===== src/rtl/alu_issue_queue_pkg.sv =====
// Shared constants, opcode encoding and the queued request record for the ALU issue queue.
package alu_issue_queue_pkg;

  localparam int WORD_SIZE    = 19;
  localparam int OPCODE_SIZE  = 5;
  localparam int REG_ADDR_W_D = 4;

  typedef enum logic [OPCODE_SIZE-1:0] {
    OP_ADD = 5'd0,
    OP_SUB = 5'd1,
    OP_MUL = 5'd2,
    OP_DIV = 5'd3,
    OP_INC = 5'd4,
    OP_DEC = 5'd5
  } opcode_e;

  typedef struct packed {
    opcode_e                 opcode;
    logic [WORD_SIZE-1:0]    op1;
    logic [WORD_SIZE-1:0]    op2;
    logic [REG_ADDR_W_D-1:0] rd;
  } alu_req_t;

  function automatic logic is_arith(input logic [OPCODE_SIZE-1:0] op);
    case (op)
      OP_ADD, OP_SUB, OP_MUL, OP_DIV, OP_INC, OP_DEC: return 1'b1;
      default:                                        return 1'b0;
    endcase
  endfunction

endpackage


===== src/rtl/alu_issue_queue_if.sv =====
// Decode-side request channel, arithmetic-unit link and writeback channel of the issue queue.
interface alu_issue_queue_if #(
  parameter int DEPTH      = 4,
  parameter int REG_ADDR_W = alu_issue_queue_pkg::REG_ADDR_W_D
);
  import alu_issue_queue_pkg::*;
  localparam int CNT_W = $clog2(DEPTH) + 1;

  logic                   in_valid;
  logic                   in_ready;
  logic [OPCODE_SIZE-1:0] in_opcode;
  logic [WORD_SIZE-1:0]   in_op1;
  logic [WORD_SIZE-1:0]   in_op2;
  logic [REG_ADDR_W-1:0]  in_rd;
  logic [OPCODE_SIZE-1:0] au_opcode;
  logic [WORD_SIZE-1:0]   au_operand_1;
  logic [WORD_SIZE-1:0]   au_operand_2;
  logic [WORD_SIZE-1:0]   au_out;
  logic                   wb_valid;
  logic                   wb_ready;
  logic [REG_ADDR_W-1:0]  wb_rd;
  logic [WORD_SIZE-1:0]   wb_data;
  logic                   wb_err;
  logic [CNT_W-1:0]       count;

  modport slave (
    input  in_valid, in_opcode, in_op1, in_op2, in_rd, au_out, wb_ready,
    output in_ready, au_opcode, au_operand_1, au_operand_2,
           wb_valid, wb_rd, wb_data, wb_err, count
  );

  modport master (
    output in_valid, in_opcode, in_op1, in_op2, in_rd, au_out, wb_ready,
    input  in_ready, au_opcode, au_operand_1, au_operand_2,
           wb_valid, wb_rd, wb_data, wb_err, count
  );

endinterface


===== src/rtl/alu_issue_queue_sync_fifo.sv =====
// Synchronous FIFO with registered head; push and pop are assumed pre-qualified by the caller.
module sync_fifo
  import alu_issue_queue_pkg::*;
#(
  parameter type T     = alu_req_t,
  parameter int  DEPTH = 4
) (
  input  logic                     clk,
  input  logic                     rst,
  input  logic                     push_i,
  input  logic                     pop_i,
  input  T                         data_i,
  output T                         head_o,
  output logic [$clog2(DEPTH):0]   count_o,
  output logic                     full_o,
  output logic                     empty_o
);
  localparam int PTR_W = $clog2(DEPTH);

  T                 mem_q [DEPTH];
  logic [PTR_W-1:0] wr_ptr_q, rd_ptr_q;
  logic [PTR_W:0]   count_q, count_d;

  always_comb begin
    count_d = count_q;
    case ({push_i, pop_i})
      2'b10:   count_d = count_q + (PTR_W+1)'(1);
      2'b01:   count_d = count_q - (PTR_W+1)'(1);
      default: count_d = count_q;
    endcase
  end

  // Pointers are exactly log2(DEPTH) wide, so wrap is the natural overflow.
  always_ff @(posedge clk or posedge rst) begin
    if (rst) begin
      wr_ptr_q <= '0;
      rd_ptr_q <= '0;
      count_q  <= '0;
      for (int i = 0; i < DEPTH; i++) mem_q[i] <= '0;
    end else begin
      if (push_i) begin
        mem_q[wr_ptr_q] <= data_i;
        wr_ptr_q        <= wr_ptr_q + PTR_W'(1);
      end
      if (pop_i) rd_ptr_q <= rd_ptr_q + PTR_W'(1);
      count_q <= count_d;
    end
  end

  assign head_o  = mem_q[rd_ptr_q];
  assign count_o = count_q;
  assign full_o  = (count_q == (PTR_W+1)'(DEPTH));
  assign empty_o = (count_q == '0);

endmodule


===== src/rtl/alu_issue_queue.sv =====
// Issue queue: buffers requests, drives the head to the arithmetic unit and registers
// the result (or a trap) into a one-entry writeback stage.
module alu_issue_queue
  import alu_issue_queue_pkg::*;
#(
  parameter int DEPTH      = 4,
  parameter int REG_ADDR_W = REG_ADDR_W_D
) (
  input logic               clk,
  input logic               rst,
  alu_issue_queue_if.slave  bus
);
  alu_req_t push_req, head, au_req;
  logic     push, launch, full, empty;

  logic                  wb_valid_q, wb_valid_d;
  logic [REG_ADDR_W-1:0] wb_rd_q, wb_rd_d;
  logic [WORD_SIZE-1:0]  wb_data_q, wb_data_d;
  logic                  wb_err_q, wb_err_d;

  assign push_req = '{opcode: opcode_e'(bus.in_opcode), op1: bus.in_op1,
                      op2: bus.in_op2, rd: bus.in_rd};
  assign push     = bus.in_valid && !full;
  assign launch   = !empty && (!wb_valid_q || bus.wb_ready);

  sync_fifo #(.T(alu_req_t), .DEPTH(DEPTH)) u_fifo (
    .clk     (clk),
    .rst     (rst),
    .push_i  (push),
    .pop_i   (launch),
    .data_i  (push_req),
    .head_o  (head),
    .count_o (bus.count),
    .full_o  (full),
    .empty_o (empty)
  );

  // An empty queue presents a zero request so the arithmetic unit idles on a NOP.
  assign au_req           = empty ? '0 : head;
  assign bus.in_ready     = !full;
  assign bus.au_opcode    = au_req.opcode;
  assign bus.au_operand_1 = au_req.op1;
  assign bus.au_operand_2 = au_req.op2;

  always_comb begin
    wb_valid_d = wb_valid_q;
    wb_rd_d    = wb_rd_q;
    wb_data_d  = wb_data_q;
    wb_err_d   = wb_err_q;
    if (launch) begin
      wb_valid_d = 1'b1;
      wb_rd_d    = head.rd;
      if (!is_arith(head.opcode)) begin
        wb_data_d = '0;
        wb_err_d  = 1'b1;
      end else if (head.opcode == OP_DIV && head.op2 == '0) begin
        wb_data_d = '1;
        wb_err_d  = 1'b1;
      end else begin
        wb_data_d = bus.au_out;
        wb_err_d  = 1'b0;
      end
    end else if (bus.wb_ready) begin
      wb_valid_d = 1'b0;
    end
  end

  always_ff @(posedge clk or posedge rst) begin
    if (rst) begin
      wb_valid_q <= 1'b0;
      wb_rd_q    <= '0;
      wb_data_q  <= '0;
      wb_err_q   <= 1'b0;
    end else begin
      wb_valid_q <= wb_valid_d;
      wb_rd_q    <= wb_rd_d;
      wb_data_q  <= wb_data_d;
      wb_err_q   <= wb_err_d;
    end
  end

  assign bus.wb_valid = wb_valid_q;
  assign bus.wb_rd    = wb_rd_q;
  assign bus.wb_data  = wb_data_q;
  assign bus.wb_err   = wb_err_q;

endmodule


===== src/flat_wrapper.sv =====
// flat-port wrapper written by rule: the top's interface ports become plain ports
module alu_issue_queue_flat import alu_issue_queue_pkg::*;
#(
  parameter int DEPTH      = 4,
  parameter int REG_ADDR_W = REG_ADDR_W_D
)
  (clk, rst, bus_in_valid, bus_in_opcode, bus_in_op1, bus_in_op2, bus_in_rd, bus_au_out, bus_wb_ready, bus_in_ready, bus_au_opcode, bus_au_operand_1, bus_au_operand_2, bus_wb_valid, bus_wb_rd, bus_wb_data, bus_wb_err, bus_count);
  alu_issue_queue_if #(.DEPTH(DEPTH), .REG_ADDR_W(REG_ADDR_W)) bus_i ();
  input logic clk;
  input logic rst;
  input wire logic [$bits(bus_i.in_valid)-1:0] bus_in_valid;
  input wire logic [$bits(bus_i.in_opcode)-1:0] bus_in_opcode;
  input wire logic [$bits(bus_i.in_op1)-1:0] bus_in_op1;
  input wire logic [$bits(bus_i.in_op2)-1:0] bus_in_op2;
  input wire logic [$bits(bus_i.in_rd)-1:0] bus_in_rd;
  input wire logic [$bits(bus_i.au_out)-1:0] bus_au_out;
  input wire logic [$bits(bus_i.wb_ready)-1:0] bus_wb_ready;
  output wire logic [$bits(bus_i.in_ready)-1:0] bus_in_ready;
  output wire logic [$bits(bus_i.au_opcode)-1:0] bus_au_opcode;
  output wire logic [$bits(bus_i.au_operand_1)-1:0] bus_au_operand_1;
  output wire logic [$bits(bus_i.au_operand_2)-1:0] bus_au_operand_2;
  output wire logic [$bits(bus_i.wb_valid)-1:0] bus_wb_valid;
  output wire logic [$bits(bus_i.wb_rd)-1:0] bus_wb_rd;
  output wire logic [$bits(bus_i.wb_data)-1:0] bus_wb_data;
  output wire logic [$bits(bus_i.wb_err)-1:0] bus_wb_err;
  output wire logic [$bits(bus_i.count)-1:0] bus_count;
  assign bus_i.in_valid = bus_in_valid;
  assign bus_i.in_opcode = bus_in_opcode;
  assign bus_i.in_op1 = bus_in_op1;
  assign bus_i.in_op2 = bus_in_op2;
  assign bus_i.in_rd = bus_in_rd;
  assign bus_i.au_out = bus_au_out;
  assign bus_i.wb_ready = bus_wb_ready;
  assign bus_in_ready = bus_i.in_ready;
  assign bus_au_opcode = bus_i.au_opcode;
  assign bus_au_operand_1 = bus_i.au_operand_1;
  assign bus_au_operand_2 = bus_i.au_operand_2;
  assign bus_wb_valid = bus_i.wb_valid;
  assign bus_wb_rd = bus_i.wb_rd;
  assign bus_wb_data = bus_i.wb_data;
  assign bus_wb_err = bus_i.wb_err;
  assign bus_count = bus_i.count;
  alu_issue_queue #(.DEPTH(DEPTH), .REG_ADDR_W(REG_ADDR_W)) u_core (.clk(clk), .rst(rst), .bus(bus_i));
endmodule

===== config.mk =====
export PLATFORM = sky130hd
export DESIGN_NAME = alu_issue_queue_flat
export DESIGN_NICKNAME = d
export VERILOG_FILES = /design/src/rtl/alu_issue_queue_pkg.sv /design/src/rtl/alu_issue_queue_if.sv /design/src/rtl/alu_issue_queue_sync_fifo.sv /design/src/rtl/alu_issue_queue.sv /design/src/flat_wrapper.sv
export SDC_FILE = /design/constraint.sdc
export NUM_CORES = 1
export LEC_CHECK = 0
export ABC_CLOCK_PERIOD_IN_PS = 7510
export CORE_ASPECT_RATIO = 0.5
export CORE_UTILIZATION = 40
export CTS_CLUSTER_SIZE = 20
export DETAILED_ROUTE_END_ITERATION = 12
export GPL_ROUTABILITY_DRIVEN = 0
export HOLD_SLACK_MARGIN = 0.03
export PLACE_DENSITY_LB_ADDON = 0.05
export SLEW_MARGIN = 15
export SYNTH_ARGS = -nofsm -noshare
export SYNTH_HDL_FRONTEND = slang
export SYNTH_SLANG_ARGS = --single-unit

===== constraint.sdc =====
create_clock -name clk -period 7.51 [get_ports clk]
set_input_delay 1.1265 -clock clk [delete_from_list [all_inputs] [get_ports clk]]
set_output_delay 1.1265 -clock clk [all_outputs]
set_load 0.02 [all_outputs]

; Word level (Yosys, flattened, before mapping)
; Index checks and enable logic that the tools add are counted.
[word_totals]
ff_bits = 220
input_bits = 70
out_inout_bits = 72
elab_cells = 70
[classes]
add_sub_neg = 4
magnitude_cmp = 3
eq_ne = 8
n_mux = 16
n_bitwise = 2
n_reduce_logical = 14
[op_table]
columns = operator, n
row1 = $bwmux 188, 1
row2 = $mux 47, 4
row3 = $bmux 47 s2, 1
row4 = $demux 47 s2, 1
row5 = $mux 19, 2
row6 = $logic_not 19->1, 1
row7 = $eq 5x2->1 const B, 2
row8 = $eq 5x3->1 const B, 2
row9 = $ge 3x3->1 const B, 2
row10 = $mux 1, 6
row11 = $not 2->3, 2
row12 = $pmux 3 s2, 1
row13 = $reduce_or 6->1, 1
row14 = $eq 5x1->1 const B, 1
row15 = $logic_not 5->1, 1
row16 = $add 2x1->2 const B, 2
row17 = $logic_and 1x1->1, 4
row18 = $reduce_bool 2->1, 2
row19 = $add 3x1->3 const B, 1
row20 = $eq 3x3->1 const B, 1
row21 = $logic_not 1->1, 3
row22 = $logic_not 3->1, 1
row23 = $lt 3x1->1 const B, 1
row24 = $sub 3x1->3 const B, 1
row25 = other kinds (3), 3

; Longest topological paths before layout
[logic_depth]
depth_word = 9
ltp_mapped = 11
mapped_depth_nobuf = 10

; Cells and area by module
; From an unflattened synthesis, not the netlist that was laid out.
[hier_totals]
hier_cells = 623
hier_area_um2 = 9898.2
[modules_own_cells]
columns = mod, instances, cells_each, area_per_inst_um2, seq_area_each_um2
row1 = sync_fifo, 1, 492, 8555.7, 4879.7
row2 = alu_issue_queue, 1, 131, 1342.5, 625.6

; Least setup slack after synthesis
; No wires, ideal clock.
[synth_path]
kind = register -> output
from = register u_core.u_fifo.rd_ptr_q[0]
to = output port bus_au_operand_1[10]
arrival_ns = 1.923
required_time_ns = 6.384
setup_slack_ns = 4.460
path_stages_with_launch = 7
path_buffers = 4
path_cell_list = dfrtp_1 buf_6 buf_6 buf_2 buf_2 mux4_2 nor2b_1
[synth_between]
elab_chain_len = 5
[synth_rtl]
columns = item, line_no
row1 = start: declaration, alu_issue_queue_sync_fifo.sv:21  ; logic [PTR_W-1:0] wr_ptr_q, rd_ptr_q;
row2 = start signal: assignment, alu_issue_queue_sync_fifo.sv:45  ; if (pop_i) rd_ptr_q <= rd_ptr_q + PTR_W'(1);
row3 = $not 2->3 (not written as such), alu_issue_queue_sync_fifo.sv:50  ; assign head_o = mem_q[rd_ptr_q];
row4 = $bmux 47 s2, alu_issue_queue_sync_fifo.sv:50
row5 = $mux 47 (not written as such) (2 in series), alu_issue_queue_sync_fifo.sv:50
row6 = $mux 47, alu_issue_queue.sv:39  ; assign au_req = empty ? '0 : head;
row7 = end: declaration, flat_wrapper.sv:20  ; output wire logic [$bits(bus_i.au_operand_1)-1:0] bus_au_operand_1;
; No other way between the ends. The select of a mux whose other input is x is not followed.

; Worst setup path in the final report
[layout_path]
from = register u_core.u_fifo.rd_ptr_q[0]
to = output port bus_au_operand_2[1]
[layout_between]
elab_chain_len = 5
[layout_rtl]
columns = item, line_no
row1 = $not 2->3 (not written as such), alu_issue_queue_sync_fifo.sv:50
row2 = $bmux 47 s2, alu_issue_queue_sync_fifo.sv:50
row3 = $mux 47 (not written as such) (2 in series), alu_issue_queue_sync_fifo.sv:50
row4 = $mux 47, alu_issue_queue.sv:39
row5 = end: declaration, flat_wrapper.sv:21  ; output wire logic [$bits(bus_i.au_operand_2)-1:0] bus_au_operand_2;
; No other way between the ends. The select of a mux whose other input is x is not followed.

==> out/results.ini <==
[critical_path]
reg2reg_to = u_core.bus.wb_data[18]
ff2ff_path_depth = 6
r2r_slack_ns = 3.61
r2r_start = u_core.u_fifo.rd_ptr_q[0]
cpPeakStageDelay_ns = 0.75
worstPathCellList = buf_4 -> mux4_2 -> nor2b_1 -> clkdlybuf4s50_1
path_max_fanout = 40
start_kind = flip-flop
slowest_stage = buf_4
arrival_ns = 3.22
cp-startpoint = u_core.u_fifo.rd_ptr_q[0]
critPathRequiredTime_ns = 6.38
end_kind = primary output
crit_type = flip-flop to primary output
critPathCapture = bus_au_operand_2[1]

[route]
drc = 1
routed_wl_um = 22200
drtIter0Drc = 271
dr.pass1.iters = 8
vias_per_cell = 5.19
ant_nets = 0
num_vias = 5705
wire_per_inst_um = 20.2

[placed_design]
dpl_cell_area_um2 = 11500
port_buffers = 141
dp_hpwl_um = 13600

[run]
cap_violations = 0

[die]
die_h_um = 113
initial_core_util = 0.407
dieArea_um2 = 25100
dieWidth_um = 223
core-area_um2 = 24000
fp-row-count = 40
io_pins = 142

[sta]
tns_ns = 0
fin_worst_skew_ns = 0.0145
slew_viol_final = 0
tightest_slew_ns = 1.11
max_freq_mhz = 230
period_share = 0.579
setup_viol = 0
rsz0062_at_grt = no
slew_headroom = 0.260
finalHoldViolations = 0
layout_min_cycle_time_ns = 4.35

[layout]
num-nets-final = 847
mostFrequentLayoutCells = dfrtp_1 (218), mux2_2 (188), clkdlybuf4s50_1 (141), mux4_2 (47), nor2b_1 (43)
syn_to_final_growth_pct = 24.4
num_antenna_cells = 0
fin_area_um2 = 12200
drive_above_1_share = 0.381
layout_commonest_cell = dfrtp_1

[global_routing]
gr-total-overflow = 0
use_met3 = 0.0390
grt_max_degree = 81
grt_use_total = 0.186
antenna_found_initial = 0
met1_usage = 0.265
grt_pass1_vias = 6188
grt_pass1_wl_um = 35800
grt_util_met2 = 0.294
busiest_layer = met2

[power]
p_comb_frac = 0.493
switchingPower_mw = 2.15
p_seq_frac = 0.337
swShare = 0.344
p_clk_frac = 0.170
power-per-cell-area_nw_per_um2 = 512
p_leak_nw = 5.15
p_int_mw = 4.09
ir_worst_vdd_mv = 0.225

[clock_tree]
clk_latency_ns = 0.51
ctsHoldBuffers = 0
cts_resized = 0
cts_max_level = 1
cts_buffers = 21
cts_sinks = 220
cts_setup_buffers = 0
cts.clk_slew.worst_paths_ns = 0.07
cts_buffer_depth = 3
cts_tree = done
cts-root-buf = clkbuf_16

[synth]
synth.largest_area_cell = dfrtp_1
synth_cells = 640
yosysUniqueCellTypes = 29
synth_area_leaders = dfrtp_1 (56%), mux2_2 (22%), mux4_2 (11%)
synth_top_area_share = 0.563
synth-seq-cells = 220
postSynthNetCount = 716
yosysWarningCount = 0
syn_area_per_cell_um2 = 15.3
seq_area_frac_synth = 0.563
syn_area_um2 = 9790

[min_path]
hold_path_class = flip-flop to flip-flop

[run_status]
violations = DRC
outcome = complete, but fails checks

==> layer usage <==
layer | vias up | wire length, um
met5 | - | 0
met4 | 0 | 387
met3 | 28 | 814
met2 | 93 | 10300
met1 | 3005 | 10700
li1 | 2579 | -
==> final cells by class <==
type	count	area (um2)
clock buffers	31	623
clock inverters	6	58.8
fillers	2098	11800
inverters	8	37.5
multi-input cells	370	4080
flip-flops and latches	220	5510
well taps	315	394
repair buffers	150	1480
==> worst max-delay path: cells and delay by family (launching register included) <==
family | cells | cell delay (ns)
buffers and inverters | 2 | 1.38
flip-flops | 1 | 0.55
AND/OR/NAND/NOR | 1 | 0.16
multiplexers | 1 | 0.62
==> cells in the mapped netlist <==
master and number:
nand2_2 10, mux2i_1 1, clkbuf_1 32, xor2_1 2
nor4_4 1, nor2b_1 43, mux2_2 188, buf_2 4
buf_6 4, nand4_4 1, xnor2_1 4, nand2_1 29
buf_1 2, a211o_1 1, nand3_1 2, or4_1 4
dfrtp_1 220, inv_1 8, mux4_2 47, ha_1 5
and2_1 1, fa_1 1, nor2_1 5, or4_4 1
a21oi_1 1, nor3_1 1, o21ai_0 1, a22oi_1 19
nand2b_1 2
==> worst min path at each step <==
stage,startpoint,end,slack (ns),depth (start not counted)
after floorplan,u_core.u_fifo.mem_q[50],u_core.u_fifo.mem_q[50],0.47,1
after global placement,u_core.bus.wb_rd[2],u_core.bus.wb_rd[2],0.46,2
after detailed placement,u_core.bus.wb_rd[3],u_core.bus.wb_rd[3],0.47,2
after CTS,u_core.bus.wb_rd[3],u_core.bus.wb_rd[3],0.49,2
after global routing,u_core.u_fifo.mem_q[72],u_core.u_fifo.mem_q[72],0.51,1
final,u_core.bus.wb_rd[3],u_core.bus.wb_rd[3],0.48,2
==> state kept, by name, summed over array words and instances, names as in the netlist <==
name,flops
u_core.bus.wb_rd,4
u_core.bus.wb_err,1
u_core.u_fifo.count_o,3
u_core.u_fifo.mem_q,188
u_core.bus.wb_valid,1
u_core.bus.wb_data,19
u_core.u_fifo.rd_ptr_q,2
u_core.u_fifo.wr_ptr_q,2
==> cell families (layout without fill, tap and decap cells) <==
family | after synthesis | count (layout) | share of synthesized area
flops | 220 | 220 | 0.563
buf+inv | 50 | 195 | 0.0228
simple gates | 100 | 100 | 0.0589
fa+ha+maj | 6 | 6 | 0.00844
mux | 236 | 236 | 0.325
xor+xnor | 6 | 6 | 0.00537
compound gates | 22 | 22 | 0.0165
==> through the flow <==
stage / total power, mW / std cells / hold slack (ns) / util / setup WS [ns]
after floorplan: 4.11 / 640 / 0.474 / - / 0.362
after global routing: 6.63 / 1100 / 0.511 / 0.507 / 2.96
after CTS: 6.33 / 1100 / 0.486 / 0.507 / 3.08
final: 6.24 / 1100 / 0.480 / 0.507 / 3.16
after detailed placement: 5.24 / 1063 / 0.467 / 0.479 / 3.32
after global placement: 5.19 / 1063 / 0.465 / 0.479 / 3.35
==> power by group through the flow <==
stage          clock network [mW]  logic, mW  registers, mW
5_1_grt                      1.15       3.29           2.18
3_5_place_dp                    0       3.11           2.12
2_1_floorplan                   0       2.02           2.09
3_3_place_gp                    0       3.08           2.11
6_report                     1.06       3.07           2.10
4_1_cts                      1.10       3.13           2.11
No activity file was read; power rests on OpenSTA's default activity.
